`config.mk`:
```
export PLATFORM = sky130hd
export DESIGN_NAME = vram_fetch_arb
export DESIGN_NICKNAME = d
export VERILOG_FILES = /design/src/rtl/vram_fetch_arb_pkg.sv /design/src/rtl/vram_rr_pick.sv /design/src/rtl/vram_fetch_arb.sv
export SDC_FILE = /design/constraint.sdc
export NUM_CORES = 1
export LEC_CHECK = 0
export CAP_MARGIN = 5
export CORE_MARGIN = 4
export CORE_UTILIZATION = 40
export DETAILED_ROUTE_END_ITERATION = 12
export HOLD_SLACK_MARGIN = 0.05
export PLACE_DENSITY = 0.92
export SYNTH_ARGS = -nofsm -noshare
export SYNTH_HDL_FRONTEND = slang
export SYNTH_SLANG_ARGS = --single-unit
```
`constraint.sdc`:
```
create_clock -name clk -period 2.45 [get_ports clk]
set_input_delay 0.245 -clock clk [delete_from_list [all_inputs] [get_ports clk]]
set_output_delay 0.245 -clock clk [all_outputs]
set_load 0.1 [all_outputs]
```
`src/rtl/vram_fetch_arb_pkg.sv`:
```
// rtl/vram_fetch_arb_pkg.sv - shared constants and state encoding for the VRAM fetch arbiter
package vram_fetch_arb_pkg;
  localparam int NUM_REQ = 3;
  localparam int REQ_L0  = 0;
  localparam int REQ_L1  = 1;
  localparam int REQ_SPR = 2;

  typedef enum logic {
    ST_IDLE  = 1'b0,
    ST_BURST = 1'b1
  } state_t;
endpackage

```
`src/rtl/vram_rr_pick.sv`:
```
// rtl/vram_rr_pick.sv - 3-way round-robin one-hot selector
// The search starts at the requester after the last granted one.
module vram_rr_pick
  import vram_fetch_arb_pkg::*;
(
  input  logic [NUM_REQ-1:0] req,
  input  logic [1:0]         last,
  output logic [NUM_REQ-1:0] pick,
  output logic [1:0]         pick_idx
);

  always_comb begin
    pick = '0;
    case (last)
      2'(REQ_L0): begin
        if      (req[REQ_L1])  pick[REQ_L1]  = 1'b1;
        else if (req[REQ_SPR]) pick[REQ_SPR] = 1'b1;
        else if (req[REQ_L0])  pick[REQ_L0]  = 1'b1;
      end
      2'(REQ_L1): begin
        if      (req[REQ_SPR]) pick[REQ_SPR] = 1'b1;
        else if (req[REQ_L0])  pick[REQ_L0]  = 1'b1;
        else if (req[REQ_L1])  pick[REQ_L1]  = 1'b1;
      end
      default: begin
        if      (req[REQ_L0])  pick[REQ_L0]  = 1'b1;
        else if (req[REQ_L1])  pick[REQ_L1]  = 1'b1;
        else if (req[REQ_SPR]) pick[REQ_SPR] = 1'b1;
      end
    endcase
  end

  always_comb begin
    pick_idx = 2'(REQ_L0);
    if (pick[REQ_L1])  pick_idx = 2'(REQ_L1);
    if (pick[REQ_SPR]) pick_idx = 2'(REQ_SPR);
  end

endmodule

```
`src/rtl/vram_fetch_arb.sv`:
```
// rtl/vram_fetch_arb.sv - round-robin burst fetch arbiter onto one VRAM read port
// A strobe that is not acked the next cycle is reissued on the same address.
module vram_fetch_arb
  import vram_fetch_arb_pkg::*;
#(
  parameter int ADDR_W = 15,
  parameter int LEN_W  = 3
)
(
  input  logic                clk,
  input  logic                rst_n,
  input  logic [NUM_REQ-1:0]  req,
  input  logic [ADDR_W-1:0]   req_addr0,
  input  logic [ADDR_W-1:0]   req_addr1,
  input  logic [ADDR_W-1:0]   req_addr2,
  input  logic [LEN_W-1:0]    req_len0,
  input  logic [LEN_W-1:0]    req_len1,
  input  logic [LEN_W-1:0]    req_len2,
  output logic [NUM_REQ-1:0]  gnt,
  output logic [31:0]         rd_data,
  output logic [NUM_REQ-1:0]  rd_valid,
  output logic                rd_last,
  output logic                busy,
  output logic                vram_strobe,
  output logic [ADDR_W-1:0]   vram_addr,
  input  logic                vram_ack,
  input  logic [31:0]         vram_rddata
);

  localparam int CNT_W = LEN_W + 1;

  state_t              state;
  logic [ADDR_W-1:0]   issue_addr;
  logic [ADDR_W-1:0]   pend_addr;
  logic [CNT_W-1:0]    issue_cnt;
  logic [CNT_W-1:0]    rcv_cnt;
  logic                pend;
  logic [1:0]          last;
  logic [NUM_REQ-1:0]  owner;
  logic [NUM_REQ-1:0]  pick;
  logic [1:0]          pick_idx;
  logic [ADDR_W-1:0]   sel_addr;
  logic [LEN_W-1:0]    sel_len;
  logic                miss;
  logic                hit;
  logic                grant;

  vram_rr_pick u_pick (
    .req      (req),
    .last     (last),
    .pick     (pick),
    .pick_idx (pick_idx)
  );

  always_comb begin
    sel_addr = req_addr0;
    sel_len  = req_len0;
    case (pick_idx)
      2'(REQ_L1):  begin sel_addr = req_addr1; sel_len = req_len1; end
      2'(REQ_SPR): begin sel_addr = req_addr2; sel_len = req_len2; end
      default:     begin sel_addr = req_addr0; sel_len = req_len0; end
    endcase
  end

  assign miss        = pend && !vram_ack;
  assign hit         = pend && vram_ack;
  // The grant cycle itself issues nothing; strobes start the cycle after.
  assign vram_strobe = (state == ST_BURST) && !gnt && (miss || (issue_cnt != '0));
  assign vram_addr   = miss ? pend_addr : issue_addr;
  assign rd_valid    = hit ? owner : '0;
  assign rd_data     = hit ? vram_rddata : '0;
  assign rd_last     = hit && (rcv_cnt == CNT_W'(1));
  assign busy        = (state == ST_BURST);
  // Granting in the rd_last cycle puts the next gnt in the cycle right after it.
  assign grant       = (|req) && ((state == ST_IDLE) || rd_last);

  always_ff @(posedge clk or negedge rst_n) begin
    if (!rst_n) begin
      state      <= ST_IDLE;
      gnt        <= '0;
      owner      <= '0;
      last       <= 2'(REQ_SPR);
      issue_addr <= '0;
      issue_cnt  <= '0;
      rcv_cnt    <= '0;
      pend       <= 1'b0;
      pend_addr  <= '0;
    end else begin
      pend      <= vram_strobe;
      pend_addr <= vram_addr;
      gnt       <= '0;
      if (grant) begin
        gnt        <= pick;
        owner      <= pick;
        last       <= pick_idx;
        state      <= ST_BURST;
        issue_addr <= sel_addr;
        issue_cnt  <= CNT_W'(sel_len) + CNT_W'(1);
        rcv_cnt    <= CNT_W'(sel_len) + CNT_W'(1);
      end else begin
        if (vram_strobe && !miss) begin
          issue_addr <= issue_addr + 1'b1;
          issue_cnt  <= issue_cnt - 1'b1;
        end
        if (hit) begin
          rcv_cnt <= rcv_cnt - 1'b1;
          if (rcv_cnt == CNT_W'(1)) state <= ST_IDLE;
        end
      end
    end
  end

endmodule
```
# After elaboration in Yosys (flattened, before gate mapping)

Index checks and enable logic that the tools add are counted.

Add/subtract/negate cells: 4
Equality and inequality tests: 4
Muxes and demuxes: 27
Bitwise operators: 1
Reductions and logical operators: 19

Operators with widths:

| cell                                                                   | number |
|---|---|
| 15-bit two-way mux                                                     | 3 |
| 32-bit two-way mux                                                     | 1 |
| 15-bit case mux with 2 select lines                                    | 1 |
| 4-bit two-way mux                                                      | 4 |
| 15-bit by 1-bit adder with 15-bit output (second input constant)       | 1 |
| 3-bit case mux with 2 select lines                                     | 2 |
| 1-bit two-way mux                                                      | 11 |
| 4-bit by 1-bit subtractor with 4-bit output (second input constant)    | 2 |
| 1-bit logical AND                                                      | 7 |
| 2-bit two-way mux                                                      | 3 |
| 3-bit two-way mux                                                      | 2 |
| 2-bit nonzero test                                                     | 3 |
| 3-bit by 1-bit adder with 4-bit output (second input constant)         | 1 |
| 2-bit by 1-bit equality test with 1-bit output (second input constant) | 2 |
| 4-bit by 1-bit equality test with 1-bit output (second input constant) | 1 |
| 4-bit nonzero test                                                     | 1 |
| 3-bit logical NOT                                                      | 1 |
| 3-bit OR reduction                                                     | 1 |
| 2-bit equality test (second input constant)                            | 1 |
| 1-bit logical NOT                                                      | 2 |
| 2-bit logical NOT                                                      | 1 |
| 1-bit logical OR                                                       | 2 |
| 2-bit AND reduction                                                    | 1 |
| 1-bit inverter                                                         | 1 |

Register bits: 48
Input port bits: 92
Output and inout port bits: 56

# Depth between registers and ports, before layout

Depth in word-level cells: 10
Mapped depth: 8

# Cells and area by module

From an unflattened synthesis, not the netlist that was laid out.

Cells, all modules: 352
Area, all modules: 3014.1 um^2

By module, submodules not included:

| module         | times used | cells an instance | area an instance (um^2) |
|---|---|---|---|
| vram_fetch_arb | 1          | 342               | 2945.3 |
| vram_rr_pick   | 1          | 10                | 68.8 |

# Least setup slack after synthesis

OpenSTA, ideal clock, no wires.

Path kind: register to output
Start point: register rcv_cnt[1]
End point: output port rd_last
Data arrival time: 3.469 ns
Required time: 2.205 ns
Path slack: -1.264 ns
Cell stages (with the launch flop): 5
Path buffers: 0
Cell sequence: dfrtp_1 > inv_1 > ha_1 > inv_1 > nor4_1

Longest elaborated chain between the ends: 2

Ends and longest elaborated chain:

| item                                           | line                  | RTL |
|---|---|---|
| start, declared                                | vram_fetch_arb.sv:36  | `logic [CNT_W-1:0] rcv_cnt;` |
| start signal, assigned                         | vram_fetch_arb.sv:99  | `rcv_cnt <= CNT_W'(sel_len) + CNT_W'(1);` |
| start signal, assigned                         | vram_fetch_arb.sv:106 | `rcv_cnt <= rcv_cnt - 1'b1;` |
| 4-bit by 1-bit equality test with 1-bit output | vram_fetch_arb.sv:72  | `assign rd_last = hit && (rcv_cnt == CNT_W'(1));` |
| 1-bit logical AND                              | vram_fetch_arb.sv:72  |  |
| end, declared                                  | vram_fetch_arb.sv:22  | `output logic rd_last,` |

Every way passes these cells.

# Worst setup path after layout

Start point: register issue_cnt[0]
End point: output port vram_strobe

Longest elaborated chain between the ends: 3

Ends and longest elaborated chain:

| item                   | line                  | RTL |
|---|---|---|
| start, declared        | vram_fetch_arb.sv:35  | `logic [CNT_W-1:0] issue_cnt;` |
| start signal, assigned | vram_fetch_arb.sv:98  | `issue_cnt <= CNT_W'(sel_len) + CNT_W'(1);` |
| start signal, assigned | vram_fetch_arb.sv:103 | `issue_cnt <= issue_cnt - 1'b1;` |
| 4-bit nonzero test     | vram_fetch_arb.sv:68  | `assign vram_strobe = (state == ST_BURST) && !gnt && (miss \|\| (issue_cnt != '0));` |
| 1-bit logical OR       | vram_fetch_arb.sv:68  |  |
| 1-bit logical AND      | vram_fetch_arb.sv:68  |  |
| end, declared          | vram_fetch_arb.sv:24  | `output logic vram_strobe,` |

Every way passes these cells.

==> metrics <==
prevailing post-synth register cell=dfrtp_1; Startpoint Class=register; filler instances=452; setup_tns=0 ps; post-synthesis cell count=325; Net Sw Frac=0.5398; synthesis-stage register bit count=48; post-layout util=0.7451; first-pass GRT wire length=16.95 mm; Post-Syn Area=0.002898 mm²; Gate power share=0.704; TritonCTS Buffers=5; drt total wl=10.82 mm; Initial Util=0.4196; Commonest cells post-synth=nand2_1, dfrtp_1, and3_1; full die area=0.008670 mm²; CTS tree=done; Yosys cell types=40; final hold viol count=0; Yosys warning count=0; Leak=2.298 nW; Initial DRC Count=351; Final Max Tran Viols=0; Worst VDD drop=0.4738 mV; status=completed; drt via density=5.588; Worst setup EP type=primary output; number of enable flip-flop cells after synthesis=0; GRT Residual Overflow=0; CP max FO=3; Peak Freq=442.9 MHz; worst rel slew slack=0.5062; share of cells above drive strength 1=0.1916; count leader, synth=nand2_1; Final setup viols=0; DR pass1 iterations=5; Max-Cap Viols=0; core area=0.006907 mm²; CP Class=reg -> out; Int Power=3.126 mW; sequential element share of the synthesized area=0.4149; Final nets=572; syn nets=423; Hold Path Class=in -> async; top cell type by total area after synthesis=dfrtp_1; fin crit period=2258 ps; clk slew on worst S/H paths=80 ps; antenna violations before repair=0; Worst Max-Slew Pin Slew=739.1 ps; via count=3191; Resize count post-CTS=0; Worst-Skew Late Latency=300 ps; vias in the first global route=3247; Critical Path RT=2200 ps; Clk network pwr share=0.071; Avg Inst Size Synth=8.916 µm²; DR DRC count=0; Flop pwr share=0.225; CTS Sinks=48; Area Growth Syn to Fin=77.59%; clk root buf=clkbuf_8; Die Ht=93.12 µm; total power=6.794 mW; synth top area cells=dfrtp_1, and3_1, nand2_1, a32o_1, a211oi_1; Final GP Congestion=0.9196; skew final=6.846 ps; Final HPWL DP=8.576 mm; antenna cells=0; ys async rst share=1.000; GRT Util Overall=0.2484; DR WL/cell=18.94 µm; largest net degree at the start of global routing=32; num ports=148; RSZ-0062 raised after global routing=false; die width=93.12 µm; htree depth=2; FP Rows=30; Final Cycle Share=0.9216; post-synth top area share=0.4059; clock buffer depth=2; switching power=3.668 mW; CP arrival=2010 ps; Pwr Density=1320 mW/mm²; Routed Antenna Nets=0; I/O Buffers=147
## timing repair
item,in CTS,in global routing
hold buffers,1,0
hold endpoints to repair,20,0
buffers inserted,0,0
## critical path: stages, from the launching register on
cell     delay [ps]
dfrtp_1         420
inv_1           110
ha_1            200
nor3b_1         630
a21oi_4         150
buf_12          200
## per-stage QoR
step	instance area (µm²)	std cells	hold WS, ps	setup slack (ps)
floorplan	2915	325	-50.59	-117.4
global placement	5042	562	222.9	298.1
detailed placement	5042	562	240.7	186.3
CTS	5146	571	471.9	212.2
global route	5146	571	499.0	117.3
finish	5146	571	450.8	192.2
## sequential cells by signal, summed over array words and instances (netlist names)
name	count
pend	1
rcv_cnt	4
pend_addr	15
owner	3
issue_cnt	4
gnt	3
busy	1
issue_addr	15
last	2
## cell usage in the layout (no fill, tap or decap), drive strengths merged, types with 3 or more instances in the layout
cell	n
a21oi	26
dfrtp	47
nand2	59
nor4	3
a21o	4
nand4	7
o21ai	4
ha	6
nor2b	5
buf	74
nor2	5
clkdlybuf4s50	90
a32o	15
xor2	11
inv	10
clkbuf	7
nand3	4
xnor2	10
nor3	5
and3	39
o22ai	3
nand2b	3
a211oi	19
## final cells by class
class                           count  area, µm²  share of cell area
Tap cell                           96      120.1             0.02334
Timing Repair Buffer              165       2115              0.4109
Clock inverter                      1      7.507            0.001459
Multi-Input combinational cell    244       1578              0.3066
Sequential cell                    48       1202              0.2336
Clock buffer                        7      86.33             0.01678
Inverter                           10      37.54            0.007294
## per-layer routing
| layer | up-vias | part of all wire | track usage | routed length (µm) |
|---|---|---|---|---|
| li1 | 1470 | - | - | - |
| met5 | - | 0 | 0 | 0 |
| met2 | 159 | 0.54 | 0.4547 | 5853 |
| met3 | 22 | 0.062 | 0.04183 | 675 |
| met4 | 0 | 0.020 | 0.06471 | 221 |
| met1 | 1540 | 0.38 | 0.3006 | 4067 |
## cell families (layout without fill, tap and decap cells)
group,Yosys count,in the layout,share of synthesized area
xor+xnor,21,21,0.06347
simple gates,139,139,0.2526
flops,48,48,0.4149
mux,3,3,0.01079
fa+ha+maj,6,6,0.02591
compound gates,75,75,0.1857
buf+inv,33,183,0.04663
## power groups by stage
stage / logic, mW / registers (mW) / clock network, mW
floorplan: 3.04 / 1.43 / 0
global placement: 4.61 / 1.48 / 0
detailed placement: 4.73 / 1.51 / 0
CTS: 4.78 / 1.50 / 0.488
global route: 4.99 / 1.56 / 0.516
finish: 4.78 / 1.53 / 0.483
## final timing paths
path	to	depth (start not counted)	start	slack [ps]
worst max-delay path	vram_strobe	5	issue_cnt[0]$_DFFE_PN0P_	190
worst min register to register	owner[2]$_DFFE_PN0P_	2	owner[2]$_DFFE_PN0P_	480
worst max register to register	issue_addr[9]$_DFFE_PN0P_	8	rcv_cnt[1]$_DFFE_PN0P_	280
max in group asynchronous	issue_cnt[3]$_DFFE_PN0P_	3	rst_n	1260
min in group clk	owner[2]$_DFFE_PN0P_	2	owner[2]$_DFFE_PN0P_	480
worst min-delay path	gnt[2]$_DFF_PN0_	2	rst_n	450
No activity file was read; power rests on OpenSTA's default activity.
